$ cat config.mk
export PLATFORM = sky130hd
export DESIGN_NAME = scan_resp_misr
export DESIGN_NICKNAME = d
export VERILOG_FILES = /design/src/rtl/scan_resp_pkg.sv /design/src/rtl/scan_resp_misr.sv
export SDC_FILE = /design/constraint.sdc
export NUM_CORES = 1
export LEC_CHECK = 0
export ABC_AREA = 1
export ABC_CLOCK_PERIOD_IN_PS = 850
export CAP_MARGIN = 20
export CORE_MARGIN = 2
export CORE_UTILIZATION = 39
export DETAILED_ROUTE_END_ITERATION = 10
export PLACE_DENSITY = 0.73
export SETUP_SLACK_MARGIN = 0.5
export SKIP_CTS_REPAIR_TIMING = 1
export SYNTH_ARGS = -nofsm -noshare
export SYNTH_HDL_FRONTEND = slang
export SYNTH_SLANG_ARGS = --single-unit
$ cat constraint.sdc
create_clock -name clk -period 0.85 [get_ports clk]
set_clock_uncertainty 0.15 [all_clocks]
set_input_delay 0.1275 -clock clk [delete_from_list [all_inputs] [get_ports clk]]
set_output_delay 0.1275 -clock clk [all_outputs]
set_load 0.03 [all_outputs]
$ cat src/rtl/scan_resp_pkg.sv
// scan_resp_pkg: FSM states, MISR constants and default field width for scan_resp_checker
package scan_resp_pkg;
   typedef enum logic [1:0] {IDLE, SHIFT, GAP, DONE} state_t;
   localparam logic [15:0] MISR_POLY = 16'h1021;
   localparam logic [15:0] MISR_SEED = 16'hFFFF;
   localparam int CNT_W_DEF = 16;
endpackage

$ cat src/rtl/scan_resp_misr.sv
// scan_resp_misr: 16-bit MISR (x^16+x^12+x^5+1) compacting W masked scan bits per enabled cycle
module scan_resp_misr
   import scan_resp_pkg::*;
#(
   parameter int W = 4
) (
   input  logic         clk,
   input  logic         rst,
   input  logic         init,
   input  logic         en,
   input  logic [W-1:0] data,
   output logic [15:0]  sig
);
   always_ff @(posedge clk)
      if (rst || init) sig <= MISR_SEED;
      else if (en) sig <= {sig[14:0], 1'b0} ^ (sig[15] ? MISR_POLY : 16'h0) ^ 16'(data);
endmodule

==> impl_metrics.tcl <==
set metrics [dict create \
    initialDrtViolationCount 17 \
    synthTopCellsByCount "nand2_1 (47), dfxtp_1 (16), inv_1 (15), nor2_1 (12), nand3_1 (7)" \
    dieArea_mm2 0.00218 \
    setup_tns_ns -3.78 \
    largest_reg_flops 16 \
    finalSetupViolations 24 \
    drt_first_pass_iters 4 \
    synthMostInstantiatedCell "nand2_1" \
    cp_max_fo 4 \
    synth_top_area_share 0.451 \
    overflow 0 \
    track_usage 0.145 \
    top_register "sig" \
    hp-start "init" \
    postSynthCellCount 105 \
    synth_warnings 0 \
    drv_slew 0 \
    switching_share 0.292 \
    run_status "finished, violations left" \
    layout_min_cycle_time_ns 1.06 \
    area_growth_pct 72.4 \
    dp_cells 153 \
    cp_top_family "flip-flops" \
    diodes 0 \
    clk_path_buf_depth 2 \
    syn_area_um2 711 \
    reg2reg_from "sig[15]" \
    synth_edf_count 0 \
    syn_area_per_cell_um2 6.77 \
    initial_core_util 0.412 \
    synth-main-ff-cell "dfxtp_1" \
    via_count 717 \
    rows 15 \
    final_cells 165 \
    crit_type "reg -> out" \
    die_w_um 46.7 \
    crit_buf_inv 1 \
    final_antenna_net_count 0 \
    fmax_mhz 945 \
    drt_wl_total_um 1760 \
    min-delay-path-class "in -> reg" \
    synth_seq_area_share 0.451 \
    path_cells "buf_6" \
    cts.sinks 16 \
    grt_pass1_vias 556 \
    clk_latency_ns 0.27 \
    cts_tree "done" \
    switching_power_w 0.000449 \
    clkPwrFrac 0.255 \
    seqPwrFrac 0.507 \
    ys_ff_latch 16 \
    reg_top3 "sig (16)" \
    pwr-share-comb 0.238 \
    finalWorstSetupSlack_ns -0.208 \
    die_h_um 46.7 \
    antenna_found_initial 0 \
    multi_input_area_um2 353 \
    critical_path.startpoint "sig[15]" \
    p_leak_nw 0.633 \
    post_drt_wl_per_cell_um 10.7 \
    rsz0062_at_grt "yes" \
    via_per_inst 4.35 \
    critical_path_required_ns 0.57 \
    dp_hpwl_um 1110 \
    finalCritPeriodShare 1.24 \
    violations "negative setup slack" \
    syn_nets 113 \
    clk_pin_slew_ns 0.09 \
    io_buffers 23 \
    start_kind "flip-flop" \
    slowest_delay_ns 0.38 \
    synth_area_leaders "dfxtp_1 (45%), nand2_1 (25%), inv_1 (7.9%)" \
    internal_power_w 0.00109 \
    hold_violations 0 \
    coreArea_mm2 0.00173 \
    power_density_mw_per_mm2 1260 \
    drc 0 \
    seq_area_um2 380 \
    cts_max_level 1 \
    grt_max_degree 11 \
    finalNetCount 149 \
    worst_slew_margin_rel 0.837 \
    drive_above_1_share 0.529 \
    critPathSlowestCell "dfxtp_4" \
    cp.arrival_ns 0.78 \
    tightest_slew_ns 0.245 \
    vdd_drop_max_mv 0.838 \
    crit_path_end_kind "output port" \
    place_congestion 0.770 \
    clock_tree.root_cell "clkbuf_4" \
    ios 24 \
    yosys.area.top_type "dfxtp_1" \
    nFillCells 149 \
    synthArstFlopShare 0 \
    synth.distinct_cells 11 \
    grt_first_pass_wirelength_um 2230 \
    cts_inserted_buffers 3 \
    cap_violations 0 \
]
==> cells by family (layout without fill, tap and decap cells) <==
group / count (synthesis) / count (layout) / share of synthesized area
simple gates: 67 / 67 / 0.377
buf+inv: 19 / 54 / 0.141
flops: 16 / 16 / 0.451
compound gates: 3 / 3 / 0.0317
==> per-stage QoR <==
stage / power [W] / hold WS [ns] / instance area (um^2) / util / setup slack, ns
floorplan: 0.000978 / 0.161 / 774 / - / -0.0340
global placement: 0.00107 / 0.305 / 978 / 0.567 / -0.437
detailed placement: 0.00107 / 0.308 / 978 / 0.567 / -0.453
CTS: 0.00146 / 0.331 / 1000 / 0.582 / -0.249
global route: 0.00163 / 0.0883 / 1220 / 0.709 / -0.240
finish: 0.00154 / 0.0845 / 1220 / 0.709 / -0.208
==> cells in the final DEF, fill, tap and decap left out <==
cell type	instances
nand2_1	31
buf_6	24
nand2_2	16
dfxtp_4	16
nor2_1	11
inv_1	9
inv_2	5
nand3_1	4
clkdlybuf4s50_1	4
nand3_2	3
o211ai_1	3
clkbuf_4	3
dlymetal6s2s_1	3
buf_4	3
nor2_4	2
inv_4	1
clkinv_1	1
buf_2	1
==> path summary, 6_finish.rpt <==
check | slack (ns) | cells after the start | endpoint
worst max-delay path | -0.21 | 1 | sig[15]
worst min-delay path | 0.08 | 4 | sig[6]
worst max register to register | -0.15 | 6 | sig[5]
worst min register to register | 0.34 | 2 | sig[14]
==> worst reg2reg max path: stages (launching register included) <==
cell,delay [ns]
dfxtp_4,0.37
buf_6,0.12
inv_4,0.07
nand2_2,0.05
nand2_2,0.07
nand2_2,0.05
nand2_1,0.06
==> routing by layer <==
layer  vias up  GRT usage  part of all wire
met5         -          0                 0
met4         0     0.0500            0.0062
met3         2     0.0353             0.040
met2        15      0.228              0.53
met1       311      0.193              0.42
li1        389          -                 -
==> cell type report <==
class	count	area share
Sequential cell	16	0.311
Timing Repair Buffer	35	0.306
Multi-Input combinational cell	70	0.288
Inverter	15	0.0480
Tap cell	25	0.0255
Clock buffer	3	0.0184
Clock inverter	1	0.00306
==> power groups by stage <==
stage / Combinational [W] / Clock, W / Sequential (W)
2_1_floorplan: 0.000130 / 0 / 0.000848
3_3_place_gp: 0.000278 / 0 / 0.000791
3_5_place_dp: 0.000281 / 0 / 0.000792
4_1_cts: 0.000282 / 0.000406 / 0.000774
5_1_grt: 0.000398 / 0.000444 / 0.000783
6_report: 0.000366 / 0.000393 / 0.000780
No activity file was read; power rests on OpenSTA's default activity.
==> patch 1, RTL diff (same flow settings) <==
The parameter `W` goes from 4 to 6.
--- a/src/rtl/scan_resp_misr.sv
+++ b/src/rtl/scan_resp_misr.sv
@@ -2,7 +2,7 @@
 module scan_resp_misr
    import scan_resp_pkg::*;
 #(
-   parameter int W = 4
+   parameter int W = 6
 ) (
    input  logic         clk,
    input  logic         rst,
Ports: changed (resized data); port bits go from 24 to 26. The function was not compared with the original's and may differ.
==> patch 1 against the original RTL <==
- the run still ends with setup timing left
- core utilization increased by 12 points
- sequential cell count did not move
- final cell count shrank 14%
- wire length increased by 7.8%
- sequential power about the same
- setup slack about the same
- synthesized area down 7.7%
- first-iteration DRC count shrank 12%
- worst hold slack worse by 0.00093 ns
- design area grew 4.1%
- combinational power is 13% higher
- power is 3.4% higher
- critical path type unchanged
- critical endpoint unchanged
==> patch 1: results (changes against the original RTL) <==
* Status: finished, violations left (unchanged)
* Failing checks: setup timing (unchanged)
* Worst Slack Setup Final at -0.207 ns (was -0.208 ns)
* Initial antenna violation count at 0 (unchanged)
* Top Registers: sig x16 (unchanged)
* Sequential area share after synthesis at 0.489 (was 0.451)
* Clock transition at path regs at 0.09 ns (about the same)
* R2r setup slk at -0.14 ns
* Initial DRT Pass Iterations at 4 (unchanged)
* Final Max Slew Viols at 0 (unchanged)
* GP Congestion at 0.736 (was 0.770)
* R2r worst-path depth at 3 (was 6)
* R2R Path End: sig[12] (was sig[5])
* Mapped Nets at 94 (was 113)
* CTS Buffer Depth at 2 (unchanged)
* Post-synth ARST share at 0 (unchanged)
* Vias in the first global route at 493 (was 556)
* Yosys warns at 0 (unchanged)
* WHS Endpoint: sig[5] (was sig[6])
* Reg2reg start: sig[15] (unchanged)
* CP arrival at 0.78 ns (about the same)
* Total GRT Usage at 0.145 (about the same)
* Setup Viol. Count Final at 25 (was 24)
* CP max stage delay at 0.37 ns
* Max-cap violations at 0 (unchanged)
* Static Leak at 0.562 nW (was 0.633 nW)
* Commonest cells in the netlist: nand2_1 (29), nand3_1 (17), dfxtp_1 (16) (was nand2_1 (47), dfxtp_1 (16), inv_1 (15))
* Min-delay src: init (unchanged)
* Clock Latency Late Sink at 0.28 ns
* First-pass GRT wire length at 2120 um (was 2230 um)
* CP max stage cell: dfxtp_4 (unchanged)
* I/O Buffers at 25 (was 23)
* Cell variety after synth at 15 (was 11)
* Setup TNS at -3.96 ns (was -3.78 ns)
* Predominant post-synthesis flop cell: dfxtp_1 (unchanged)
* Hpwl dp at 990 um (was 1110 um)
* Worst setup path class: register to output port (unchanged)
* Post-Route WL at 1900 um (was 1760 um)
* Largest net degree at the start of global routing at 23 (was 11)
* VDD IR max at 1.29 mV (was 0.838 mV)
* Layout Nets at 137 (was 149)
* Clock root cell: clkbuf_4 (unchanged)
* Post-Place Setup Slack at -0.544 ns (was -0.453 ns)
* Critical path fanouts, max at 4 (unchanged)
* Vias per inst at 5.02 (was 4.35)
* Num CTS Buffers at 3 (unchanged)
* H-tree levels at 1 (unchanged)
* Hold Crit Depth at 4 (unchanged)
* Share of cells above drive strength 1 at 0.635 (was 0.529)
* Dominant cells by area after synthesis: dfxtp_1 (49%), nand2_1 (17%), nand3_1 (13%) (was dfxtp_1 (45%), nand2_1 (25%), inv_1 (7.9%))
* Min-delay worst type: primary input to register (unchanged)
* Fill count at 91 (was 149)
* Drt initial violations at 15 (was 17)
* Slew margin rel. at 0.820 (was 0.837)
-- patch 1: changes by cell type after synthesis --
cell,change
nand3b_1,+1
o21ai_0,+2
a21oi_2,+4
buf_2,+1
o211ai_1,-3
inv_2,+1
nand2_1,-18
nand3_1,+10
a21oi_1,+2
a21boi_1,+1
inv_1,-13
buf_12,-1
nor2_1,-12
o21ai_1,+4
-- patch 1: per-stage QoR --
step / util / cells / hold WS, ns / area [um2]
after global placement: 0.614 / 125 / 0.307 / 947
after CTS: 0.631 / 129 / 0.329 / 973
final: 0.827 / 142 / 0.0836 / 1270
after global routing: 0.827 / 142 / 0.0853 / 1270
after detailed placement: 0.614 / 125 / 0.308 / 947
after floorplan: - / 84 / 0.0936 / 719
-- patch 1: layer usage --
metal | vias to the layer above | share of wire | global-route usage
li1 | 363 | - | -
met1 | 332 | 0.42 | 0.198
met2 | 16 | 0.53 | 0.203
met3 | 2 | 0.042 | 0.0600
met4 | 0 | 0.0068 | 0.0529
met5 | - | 0 | 0
-- patch 1: logic make-up after synthesis --
family,count (synthesis),synth area share
buffers and inverters,7,0.0611
AND/OR/NAND/NOR,48,0.324
AO/OA/AOI/OAI,13,0.126
flip-flops,16,0.489
-- patch 1: area by class of cell --
cell class | count | area, um2 | share of cell area
clock inverter | 1 | 3.75 | 0.00294
clock buffer | 3 | 22.5 | 0.0177
timing repair inverter | 1 | 6.26 | 0.00491
inverter | 3 | 18.8 | 0.0147
tap | 16 | 20.0 | 0.0157
sequential | 16 | 380 | 0.298
timing repair buffer | 41 | 439 | 0.344
multi-input combinational | 61 | 384 | 0.301
-- patch 1: how the worst max path moves through the flow --
stage | to | slack [ns]
after floorplan | sig[5] | -0.07
after global placement | sig[0] | -0.49
after detailed placement | sig[12] | -0.54
after CTS | sig[15] | -0.27
after global routing | sig[15] | -0.25
final | sig[15] | -0.21
-- patch 1: power by group --
group | total [mW] | leakage (nW) | switching (mW) | internal [mW]
clock | 0.398 | 0.0154 | 0.228 | 0.170
combinational | 0.415 | 0.416 | 0.215 | 0.200
sequential | 0.779 | 0.131 | 0.0296 | 0.750
==> patch 2, RTL diff (same settings) <==
Made on the original files. Put one more register stage on the output `sig`. The value now appears one clock later.
--- a/src/rtl/scan_resp_misr.sv
+++ b/src/rtl/scan_resp_misr.sv
@@ -11,8 +11,14 @@
    input  logic [W-1:0] data,
    output logic [15:0]  sig
 );
+
+   logic [15:0] sig_s0;
    always_ff @(posedge clk)
-      if (rst || init) sig <= MISR_SEED;
-      else if (en) sig <= {sig[14:0], 1'b0} ^ (sig[15] ? MISR_POLY : 16'h0) ^ 16'(data);
+      if (rst || init) sig_s0 <= MISR_SEED;
+      else if (en) sig_s0 <= {sig_s0[14:0], 1'b0} ^ (sig_s0[15] ? MISR_POLY : 16'h0) ^ 16'(data);
+   always_ff @(posedge clk) begin
+       sig <= sig_s0;
+   end
+
 endmodule
 
Check against the original RTL: not equivalent (Yosys sat finds a counterexample within 4 cycles, from zero or initial values).
==> patch 2 against the original RTL <==
- the run still ends with setup timing left
- setup slack got worse by 0.034 ns
- synthesized area is 45% higher
- combinational power decreased by 6.8%
- critical path type unchanged
- register-to-register slack better by 0.10 ns
- sequential cell count rose by 16
- final cell count is 13% higher
- power is 96% higher
- critical path depth did not move
- wire length up 4.2%
- die area up 41%
- critical endpoint is now sig[1]
- design area up 28%
==> patch 2: results (changes against the original RTL) <==
* Dpl cell area at 1330 um2 (was 978 um2)
* Mapped Nets at 129 (was 113)
* Critical path fanouts, max at 1 (was 4)
* Vias in the first global route at 656 (was 556)
* Reg2reg start: sig_s0[15] (was sig[15])
* R2r setup slk at -0.05 ns (was -0.15 ns)
* Tightest Pin Transition at 0.225 ns (was 0.245 ns)
* Yosys warns at 0 (unchanged)
* DP Cell Count at 174 (was 153)
* CP max stage delay at 0.35 ns (was 0.38 ns)
* Hold Crit Depth at 5 (was 4)
* Synthesized instance count at 121 (was 105)
* CP arrival at 0.81 ns (was 0.78 ns)
* Clock Latency Late Sink at 0.33 ns (was 0.27 ns)
* WHS Endpoint: sig_s0[12] (was sig[6])
* Total GRT Usage at 0.121 (was 0.145)
* Top Registers: sig x16, sig_s0 x16 (was sig x16)
* Setup TNS at -3.78 ns (about the same)
* Switch Pwr at 0.712 mW (was 0.449 mW)
* Via count at 834 (was 717)
* First-pass GRT wire length at 2800 um (was 2230 um)
* Setup Viol. Count Final at 19 (was 24)
* Worst Slack Setup Final at -0.242 ns (was -0.208 ns)
* R2R Path End: sig_s0[0] (was sig[5])
* H-tree levels at 2 (was 1)
* Sequential area share after synthesis at 0.621 (was 0.451)
* R2r worst-path depth at 5 (was 6)
* Hpwl dp at 1220 um (was 1110 um)
* Hold_ws at 0.0172 ns (was 0.0845 ns)
* Status: finished, violations left (unchanged)
* Num CTS Buffers at 5 (was 3)
* Largest net degree at the start of global routing at 14 (was 11)
* Drt initial violations at 9 (was 17)
* Layout Nets at 163 (was 149)
* Clk pwr share at 0.367 (was 0.255)
* Share of cells above drive strength 1 at 0.538 (was 0.529)
* Final Instance Count excl. Fillers at 186 (was 165)
* Commonest cells in the netlist: nand2_1 (47), dfxtp_1 (32), inv_1 (15) (was nand2_1 (47), dfxtp_1 (16), inv_1 (15))
* Post-Route WL at 1840 um (was 1760 um)
* VDD IR max at 1.77 mV (was 0.838 mV)
* GP Congestion at 0.795 (was 0.770)
* Post-Place Setup Slack at -0.498 ns (was -0.453 ns)
* Fill count at 204 (was 149)
* Failing checks: setup timing (unchanged)
-- patch 2: cell types whose count changed in the layout (fill, tap and decap cells not counted), moves of 2 or more --
cell	delta
dfxtp_2	+15
buf_4	+2
nand2_2	-6
clkbuf_4	+2
nand2_1	+6
buf_6	-7
-- patch 2: worst max-delay path by stage --
stage                    start          to  cells past startpoint
global route            sig[1]      sig[1]                      1
finish                  sig[1]      sig[1]                      1
detailed placement          en   sig_s0[0]                      5
floorplan           sig_s0[15]  sig_s0[12]                      5
global placement            en   sig_s0[0]                      5
CTS                     sig[1]      sig[1]                      1
-- patch 2: final cells by class --
type                    instances  area [um2]  area share
flip-flops and latches         32         723       0.462
multi-input cells              70         335       0.214
repair buffers                 31         332       0.212
inverters                      15        61.3      0.0392
clock buffers                   6        41.3      0.0264
well taps                      30        37.5      0.0240
clock inverters                 2        35.0      0.0224
-- patch 2: layer usage --
metal	part of all wire	wire length [um]	global-route usage
met1	0.41	756	0.131
met5	0	0	0
met3	0.073	134	0.0726
met4	0.035	64	0.0836
met2	0.48	880	0.173
-- patch 2: power by group through the flow --
stage          registers [mW]  clock network, mW  logic, mW
5_1_grt                  1.58               1.21      0.374
2_1_floorplan            1.65                  0      0.140
3_3_place_gp             1.59                  0      0.282
6_report                 1.57               1.11      0.341
4_1_cts                  1.56               1.14      0.288
3_5_place_dp             1.60                  0      0.288
-- patch 2: kinds of logic (layout without fill, tap and decap cells) --
kind of cell	after synthesis	in the layout	synth area share
AND/OR/NAND/NOR	67	67	0.260
flip-flops	32	32	0.621
buffers and inverters	19	54	0.0971
AO/OA/AOI/OAI	3	3	0.0218
-- patch 2: worst register-to-register path, stage by stage, from the launching register on --
cell,delay [ns]
dfxtp_4,0.40
inv_4,0.05
nand2_2,0.05
nand2_1,0.05
nand2_1,0.05
nand2_1,0.05
